`src/rtl/sort_pkg.sv`:
```
// Shared lane type, width constants and compare helpers for the bitonic sorting network.
// Latency: none (types and combinational functions only).
// Backpressure: none; flow control lives in bitonic_sort_pipe.
// Contents: NETWORK_WIDTH/INDEX_WIDTH build widths, sort_lane_t, stage_count(), key_greater().
package sort_pkg;

    // Build-wide key and payload widths shared by the sorting subsystem.
    localparam int NETWORK_WIDTH = 16;
    localparam int INDEX_WIDTH   = 8;

    typedef struct packed {
        logic [NETWORK_WIDTH-1:0] data;
        logic [INDEX_WIDTH-1:0]   index;
    } sort_lane_t;

    // Number of compare-exchange layers for 2**log_n lanes.
    function automatic int stage_count(input int log_n);
        return (log_n * (log_n + 1)) / 2;
    endfunction

    // True when key a orders after key b. Index breaks ties only when enabled,
    // so with tie_index clear equal keys are never reported as greater.
    function automatic logic key_greater(
        input logic [NETWORK_WIDTH-1:0] data_a,
        input logic [INDEX_WIDTH-1:0]   idx_a,
        input logic [NETWORK_WIDTH-1:0] data_b,
        input logic [INDEX_WIDTH-1:0]   idx_b,
        input bit                       is_signed,
        input bit                       tie_index
    );
        logic data_gt;
        logic data_eq;
        if (is_signed) begin
            data_gt = $signed(data_a) > $signed(data_b);
        end else begin
            data_gt = data_a > data_b;
        end
        data_eq = (data_a == data_b);
        return data_gt || (tie_index && data_eq && (idx_a > idx_b));
    endfunction

endpackage

```
`src/rtl/bitonic_layer.sv`:
```
// One combinational compare-exchange layer (k, j) of the bitonic network.
// Latency: 0 cycles (pure combinational).
// Backpressure: none; the parent pipeline registers and stalls around it.
// Ports: desc selects descending order, lanes_in/lanes_out are the N {data,index} lanes.
module bitonic_layer
    import sort_pkg::*;
#(
    parameter int LOG_N     = 3,
    parameter int K         = 1,
    parameter int J         = 0,
    parameter int SIGNED    = 0,
    parameter int TIE_INDEX = 1
) (
    input  logic                          desc,
    input  sort_lane_t [(1<<LOG_N)-1:0]   lanes_in,
    output sort_lane_t [(1<<LOG_N)-1:0]   lanes_out
);

    localparam int N = 1 << LOG_N;

    // Each lane with bit J clear owns the pair (i, i + 2**J); its partner has
    // bit J set and is driven from the owner's block.
    for (genvar i = 0; i < N; i++) begin : g_lane
        if (((i >> J) & 1) == 0) begin : g_pair
            localparam int P = i + (1 << J);
            // Bit K of the lane picks the half-sequence direction; the final
            // merge (K == LOG_N) is always a single ascending run before desc.
            localparam bit ASC_BASE = (K == LOG_N) || (((i >> K) & 1) == 0);

            logic asc;
            logic a_gt;
            logic b_gt;
            logic swap;

            assign asc  = ASC_BASE ^ desc;
            assign a_gt = key_greater(lanes_in[i].data, lanes_in[i].index,
                                      lanes_in[P].data, lanes_in[P].index,
                                      SIGNED != 0, TIE_INDEX != 0);
            assign b_gt = key_greater(lanes_in[P].data, lanes_in[P].index,
                                      lanes_in[i].data, lanes_in[i].index,
                                      SIGNED != 0, TIE_INDEX != 0);
            assign swap = asc ? a_gt : b_gt;

            assign lanes_out[i] = swap ? lanes_in[P] : lanes_in[i];
            assign lanes_out[P] = swap ? lanes_in[i] : lanes_in[P];
        end
    end

endmodule

```
`src/rtl/bitonic_sort_pipe.sv`:
```
// Fully pipelined bitonic sorter for 2**LOG_N {data,index} lanes, one vector per cycle.
// Latency: S = LOG_N*(LOG_N+1)/2 cycles from input accept to out_valid.
// Backpressure: global stall; all stages hold when out_valid && !out_ready, in_ready = advance.
// Ports: in_valid/in_ready/in_desc/in_data/in_index in, out_valid/out_ready/out_desc/out_data/out_index out, busy.
module bitonic_sort_pipe
    import sort_pkg::*;
#(
    parameter int LOG_N     = 3,
    parameter int SIGNED    = 0,
    parameter int TIE_INDEX = 1
) (
    input  logic                                        clk,
    input  logic                                        reset,
    input  logic                                        in_valid,
    output logic                                        in_ready,
    input  logic                                        in_desc,
    input  logic [(1<<LOG_N)-1:0][NETWORK_WIDTH-1:0]    in_data,
    input  logic [(1<<LOG_N)-1:0][INDEX_WIDTH-1:0]      in_index,
    output logic                                        out_valid,
    input  logic                                        out_ready,
    output logic                                        out_desc,
    output logic [(1<<LOG_N)-1:0][NETWORK_WIDTH-1:0]    out_data,
    output logic [(1<<LOG_N)-1:0][INDEX_WIDTH-1:0]      out_index,
    output logic                                        busy
);

    localparam int N = 1 << LOG_N;
    localparam int S = stage_count(LOG_N);

    logic [S-1:0]       stg_valid;
    logic [S-1:0]       stg_desc;
    sort_lane_t [N-1:0] stg_lane [S];

    sort_lane_t [N-1:0] in_lane;
    sort_lane_t [N-1:0] lay_in   [S];
    sort_lane_t [N-1:0] lay_out  [S];
    logic [S-1:0]       lay_desc;

    logic advance;

    always_comb begin
        for (int i = 0; i < N; i++) begin
            in_lane[i].data  = in_data[i];
            in_lane[i].index = in_index[i];
        end
    end

    // Stage index for (k, j): layers run k = 1..LOG_N, j = k-1 down to 0.
    for (genvar k = 1; k <= LOG_N; k++) begin : g_k
        for (genvar jj = 0; jj < k; jj++) begin : g_j
            localparam int SI = ((k - 1) * k) / 2 + jj;

            if (SI == 0) begin : g_first
                assign lay_in[SI]   = in_lane;
                assign lay_desc[SI] = in_desc;
            end else begin : g_next
                assign lay_in[SI]   = stg_lane[SI-1];
                assign lay_desc[SI] = stg_desc[SI-1];
            end

            bitonic_layer #(
                .LOG_N     (LOG_N),
                .K         (k),
                .J         (k - 1 - jj),
                .SIGNED    (SIGNED),
                .TIE_INDEX (TIE_INDEX)
            ) u_layer (
                .desc      (lay_desc[SI]),
                .lanes_in  (lay_in[SI]),
                .lanes_out (lay_out[SI])
            );
        end
    end

    // A single stall signal freezes every stage; bubbles are not squeezed out,
    // which keeps the control to one gate and the latency fixed.
    assign advance  = !out_valid || out_ready;
    assign in_ready = advance;

    always_ff @(posedge clk) begin
        if (reset) begin
            stg_valid <= '0;
            stg_desc  <= '0;
            for (int s = 0; s < S; s++) begin
                stg_lane[s] <= '0;
            end
        end else if (advance) begin
            stg_valid[0] <= in_valid;
            for (int s = 1; s < S; s++) begin
                stg_valid[s] <= stg_valid[s-1];
            end
            for (int s = 0; s < S; s++) begin
                stg_desc[s] <= lay_desc[s];
                stg_lane[s] <= lay_out[s];
            end
        end
    end

    assign out_valid = stg_valid[S-1];
    assign out_desc  = stg_desc[S-1];
    assign busy      = |stg_valid;

    always_comb begin
        for (int i = 0; i < N; i++) begin
            out_data[i]  = stg_lane[S-1][i].data;
            out_index[i] = stg_lane[S-1][i].index;
        end
    end

endmodule

```
`config.mk`:
```
export PLATFORM = sky130hd
export DESIGN_NAME = bitonic_sort_pipe
export DESIGN_NICKNAME = d
export VERILOG_FILES = /design/src/rtl/sort_pkg.sv /design/src/rtl/bitonic_layer.sv /design/src/rtl/bitonic_sort_pipe.sv
export SDC_FILE = /design/constraint.sdc
export NUM_CORES = 2
export LEC_CHECK = 0
export CAP_MARGIN = 20
export CORE_AREA = 2 2 284 566
export CTS_BUF_LIST = sky130_fd_sc_hd__clkbuf_4
export CTS_CLUSTER_SIZE = 20
export DETAILED_ROUTE_END_ITERATION = 6
export DIE_AREA = 0 0 286 568
export HOLD_SLACK_MARGIN = 0.06
export PLACE_DENSITY = 0.64
export SYNTH_ARGS = -nofsm -noshare
export SYNTH_HDL_FRONTEND = slang
export SYNTH_SLANG_ARGS = --single-unit
```
`constraint.sdc`:
```
create_clock -name clk -period 44.9 [get_ports clk]
set_input_delay 6.735 -clock clk [delete_from_list [all_inputs] [get_ports clk]]
set_output_delay 6.735 -clock clk [all_outputs]
set_load 0.01 [all_outputs]
```
## After elaboration in Yosys (flattened, before gate mapping)

Memory sizes are Yosys's and may differ from the RTL's.
Cells that the tools add are included.

| cells by class | value |
|---|---|
| order comparisons | 96 |
| equality and inequality tests | 48 |
| multiplexer cells | 83 |
| bitwise logic cells | 6 |
| reductions and logical operators | 99 |

Operator list:

| cell | count |
|---|---|
| 192-bit 2-to-1 mux | 6 |
| 24-bit 2-to-1 mux | 48 |
| 16-bit equality test | 48 |
| 16-bit > comparator | 48 |
| 8-bit > comparator | 48 |
| 1-bit logical OR | 49 |
| 1-bit logical AND | 48 |
| 1-bit 2-to-1 mux | 29 |
| 1-bit OR | 6 |
| 6-bit OR reduction | 1 |
| 1-bit zero test | 1 |

| storage, ports and cells | value |
|---|---|
| register bits | 12 |
| RAM bits | 1,152 |
| output and inout bits | 196 |
| logic and storage cells | 335 |
| memories | 1 |

Memory list:

| name | words | width | read ports | clocked after Yosys merged registers in | wr ports | RTL line | source |
|---|---|---|---|---|---|---|---|
| stg_lane | 6 | 192 | 6 | 0 | 6 | bitonic_sort_pipe.sv:32 | `sort_lane_t [N-1:0] stg_lane [S];` |

## Depth between registers and ports, before layout

| logic depth | value |
|---|---|
| depth in word-level cells | 6 |
| depth in mapped cells | 12 |
| depth with buffers taken out | 9 |

## Modules after synthesis

Synthesis repeated with hierarchy kept, for this count alone.

| unflattened totals | value |
|---|---|
| cell total of the unflattened synthesis | 6,160 |
| area total of the unflattened synthesis | 78,680.5 um^2 |

Modules (own cells, without submodules):

| module | times used | cells an instance | area an instance (um^2) | sequential area each (um^2) |
|---|---|---|---|---|
| bitonic_sort_pipe | 1 | 2,607 | 48,965.7 | 34,833.4 |
| bitonic_layer (g_k[2].g_j[0].u_layer ...) | 2 | 603 | 4,981.0 | 0.0 |
| bitonic_layer (g_k[3].g_j[0].u_layer ...) | 2 | 569 | 4,802.1 | 0.0 |
| bitonic_layer (g_k[1].g_j[0].u_layer) | 1 | 651 | 5,292.6 | 0.0 |
| bitonic_layer (g_k[3].g_j[2].u_layer) | 1 | 558 | 4,855.9 | 0.0 |

## Worst setup path after synthesis

OpenSTA, ideal clock, no wires.

| timing | value |
|---|---|
| kind | input to register |
| from | in reset |
| to | mem stg_lane[0][0] (netlist name) (enable) |
| setup time | 1.746 ns |
| arrival time | 34.113 ns |
| data required time | 43.154 ns |
| setup slack | 9.041 ns |
| cell stages on the path | 1 |
| path buffers | 0 |
| cells stage by stage | nand2b_1 |

RTL lines:

| what | RTL line | source |
|---|---|---|
| start, declared | bitonic_sort_pipe.sv:13 | `input logic reset,` |
| end, declared | bitonic_sort_pipe.sv:32 |  |

## Worst setup path in the final report

| timing | value |
|---|---|
| from | in out_ready |
| to | out in_ready |

| between the ends | value |
|---|---|
| cells in the longest elaborated chain, start to end | 1 |

Ends and longest elaborated chain:

| what | RTL line | source |
|---|---|---|
| start, declared | bitonic_sort_pipe.sv:20 | `input logic out_ready,` |
| 1-bit logical OR | bitonic_sort_pipe.sv:77 | `assign advance = !out_valid \|\| out_ready;` |
| end, declared | bitonic_sort_pipe.sv:15 | `output logic in_ready,` |

Every way passes these cells.

==> flow_summary.toml <==
[status]
outcome = "completed"

[synthesis]
synth_top_cells_by_area = "sky130_fd_sc_hd__edfxtp_1 49%, sky130_fd_sc_hd__mux2i_1 14%, sky130_fd_sc_hd__ha_1 10%, sky130_fd_sc_hd__nand2_1 5.8%, sky130_fd_sc_hd__inv_1 3.1%"
postSynthNetCount = 7290
synthesis.instances = 6517
synth_edf_count = 1152
ys_warn_count = 0
synth_seq_cells = 1164
yosysMostFrequentCell = "sky130_fd_sc_hd__edfxtp_1"
syn-mean-instance-area_sq_um = 10.9
netlist-cell-type-count = 51
most_common_library_cells_after_synthesis = "1152 x sky130_fd_sc_hd__edfxtp_1, 1088 x sky130_fd_sc_hd__nand2_1, 1008 x sky130_fd_sc_hd__mux2i_1"
synthDominantCellAreaShare_pct = 48.9
synth-async-reset-ratio_pct = 0
synth_area_sq_um = 70700
synth_sequential_area_ratio_pct = 49.2
postSynth.topFlopCell = "sky130_fd_sc_hd__edfxtp_1"
post-synth-top-area-cell = "sky130_fd_sc_hd__edfxtp_1"

[cells_and_area]
filler_cell_count = 14600
signed_area_change_from_the_synthesized_netlist_to_the_final_layout_pct = 12.6
final_non_filler_cell_total = 9156
area.sequential_sq_um = 34800
multi_input_area_sq_um = 32000
number_of_nets_in_the_final_layout = 7647
post_route_cells_drive_above_1_share_pct = 7.27

[global_route]
grt_pass1_vias = 48300
globalRoute.totalOverflow = 0
grt_pass1_wl_microns = 293000
grt_max_degree = 236
global_route.usage.met3_pct = 3.28
grt_use_met1_pct = 27.4
gr-usage-all-layers_pct = 24.1
grt_antenna_before_repair = 4
globalRoute.busiestLayer = "met2"
grt.met2_usage_pct = 42.3

[power]
powerDensity_nw_per_um2 = 63.2
p_leak_nw = 34.5
ir_drop_mv = 0.147

[sta]
rsz0062_at_grt = "false"
worst_pin_slew_ns = 1.10
timing.clock.skew_ns = 0.119
fin_setup_tns_ns = 0
clock.fmax_mhz = 66.1
period_share_pct = 33.7
worst_slew_slack_as_a_fraction_of_its_limit_pct = 24.6
layout_min_cycle_time_ns = 15.14
drv_slew = 0
setup_viol = 0
finalHoldViolations = 0

[clocking]
worst_setup_hold_path_clk_slew_ns = 0.06
cts_made_buffers = 280
postCtsSetupBuffers = 0
ctsLongestPathBuffers = 4
clk_latency_ns = 1.11
hold_buffer_count_at_cts = 0
post_cts_resize_count = 0
ctsHtreeMaxLevel = 5
clk_root_buffer_cell = "sky130_fd_sc_hd__clkbuf_4"
clock_tree_from_tritoncts = "built"
cts.sink_count = 1164

[worst_hold_path]
endpoint_with_the_worst_hold_slack = "stg_desc[5]"
hold_path_depth = 2
hold_path_startpoint = "stg_desc[5]"
min-delay-path-class = "reg -> reg"

[floorplanning]
num_rows = 207
dieHeight_microns = 568
fp.coreArea_sq_um = 159000
design.portCount = 393
initial_cell_density_of_the_core_pct = 44.6
die-area_sq_um = 162000
die_width_microns = 286

[setup_path]
timing_worst_setup_path_type = "in -> out"
endpoint_kind = "primary output"
worst_r2r_endpoint = "stg_lane[1][89]"
critical_path.startpoint_type = "input port"
worst_r2r_path_depth = 10
worstReg2RegStart = "stg_valid[5]"
worst_ep_required_time_ns = 38.17
regToRegSetupSlack_ns = 39.36
startpoint = "out_ready"
crit_fanout = 15
critPathArrivalTime_ns = 8.40

[routing]
finalWirelength_microns = 199000
iteration_count_of_the_initial_detailed_routing_pass = 6
drt_drc_violations_left = 0
wl_per_cell_microns = 21.7
initialDrtViolationCount = 4206
vias = 50900
postRouteAntennaNets = 0
routed_via_density = 5.56

[placed_design]
dp_cells = 8680
port_buffer_count = 392
post-dp-hpwl_microns = 152000
finalWeightedCongestion = 0.999

[run]
maxCapViolations = 0
-- per-layer routing --
metal / wire length, microns / share of wire (%) / vias to the layer above
met1: 75000 / 38 / 24200
met3: 9420 / 4.7 / 427
met5: 0 / 0 / -
met2: 100000 / 50 / 1580
met4: 14000 / 7.0 / 0
li1: - / - / 24700
-- critical path: stages --
cell and delay (ns):
sky130_fd_sc_hd__clkdlybuf4s50_1 0.46, sky130_fd_sc_hd__nor2b_1 0.04, sky130_fd_sc_hd__buf_4 0.19, sky130_fd_sc_hd__inv_1 0.35, sky130_fd_sc_hd__clkdlybuf4s50_1 0.62
-- report_power, final --
part | internal (mW) | switching (mW)
logic | 0.930 | 1.62
registers | 1.42 | 0.182
clock network | 0.450 | 0.434
-- final cells by class --
| cell class | count | area share (%) |
|---|---|---|
| Clock inverter | 101 | 0.920 |
| Sequential cell | 1164 | 43.7 |
| Tap cell | 2090 | 3.28 |
| Clock buffer | 366 | 3.45 |
| Timing Repair Buffer | 456 | 5.65 |
| Inverter | 586 | 2.76 |
| Multi-Input combinational cell | 4386 | 40.2 |
| Antenna cell | 7 | 0.0220 |
-- worst max path at each step --
stage                     end  slack [ns]  cells past startpoint
2_1_floorplan  stg_lane[0][0]        9.04                      1
3_3_place_gp         in_ready       29.78                      5
3_5_place_dp         in_ready       29.77                      5
4_1_cts              in_ready       29.77                      5
5_1_grt              in_ready       29.68                      5
6_report             in_ready       29.76                      5
-- stage by stage --
step                      power, mW  setup WS [ns]  utilization, %  hold WS (ns)  area [sq um]
final                          5.04          29.76            50.3         0.450         79700
after global routing           5.35          29.68            50.2         0.464         79600
after CTS                      5.05          29.77            50.2         0.452         79600
after detailed placement       4.15          29.77            48.0         0.445         76100
after global placement         4.11          29.78            48.0         0.445         76100
after floorplan                3.62           9.04               -         0.445         70700
-- state kept, by name, summed over array words and instances (netlist names) --
name and cells:
stg_desc 6, stg_lane 1152, stg_valid 6
-- layout by cell type (no fill, tap or decap), drive strengths merged, types with 48 or more instances in the layout --
cell	netlist	routed
a21o	48	48
a21oi	232	232
and3	153	153
buf	145	65
clkbuf	236	366
clkdlybuf4s50	0	391
clkinv	0	80
edfxtp	1152	1152
ha	576	576
inv	586	592
mux2i	1008	1008
nand2	1088	1088
nand3	364	364
nand4	138	138
nor2b	51	51
nor3	84	84
nor3b	72	72
o211ai	48	48
o21ai	166	166
o31ai	144	144
-- cells by family after synthesis --
logic type               after synthesis  synth area share (%)
AND/OR/NAND/NOR                     2034                  13.5
AO/OA/AOI/OAI                        765                  7.00
buffers and inverters                967                  5.80
adder cells (fa/ha/maj)              576                  10.2
multiplexers                        1011                  14.3
flip-flops                          1164                  49.2
No activity file was read; power rests on OpenSTA's default activity.
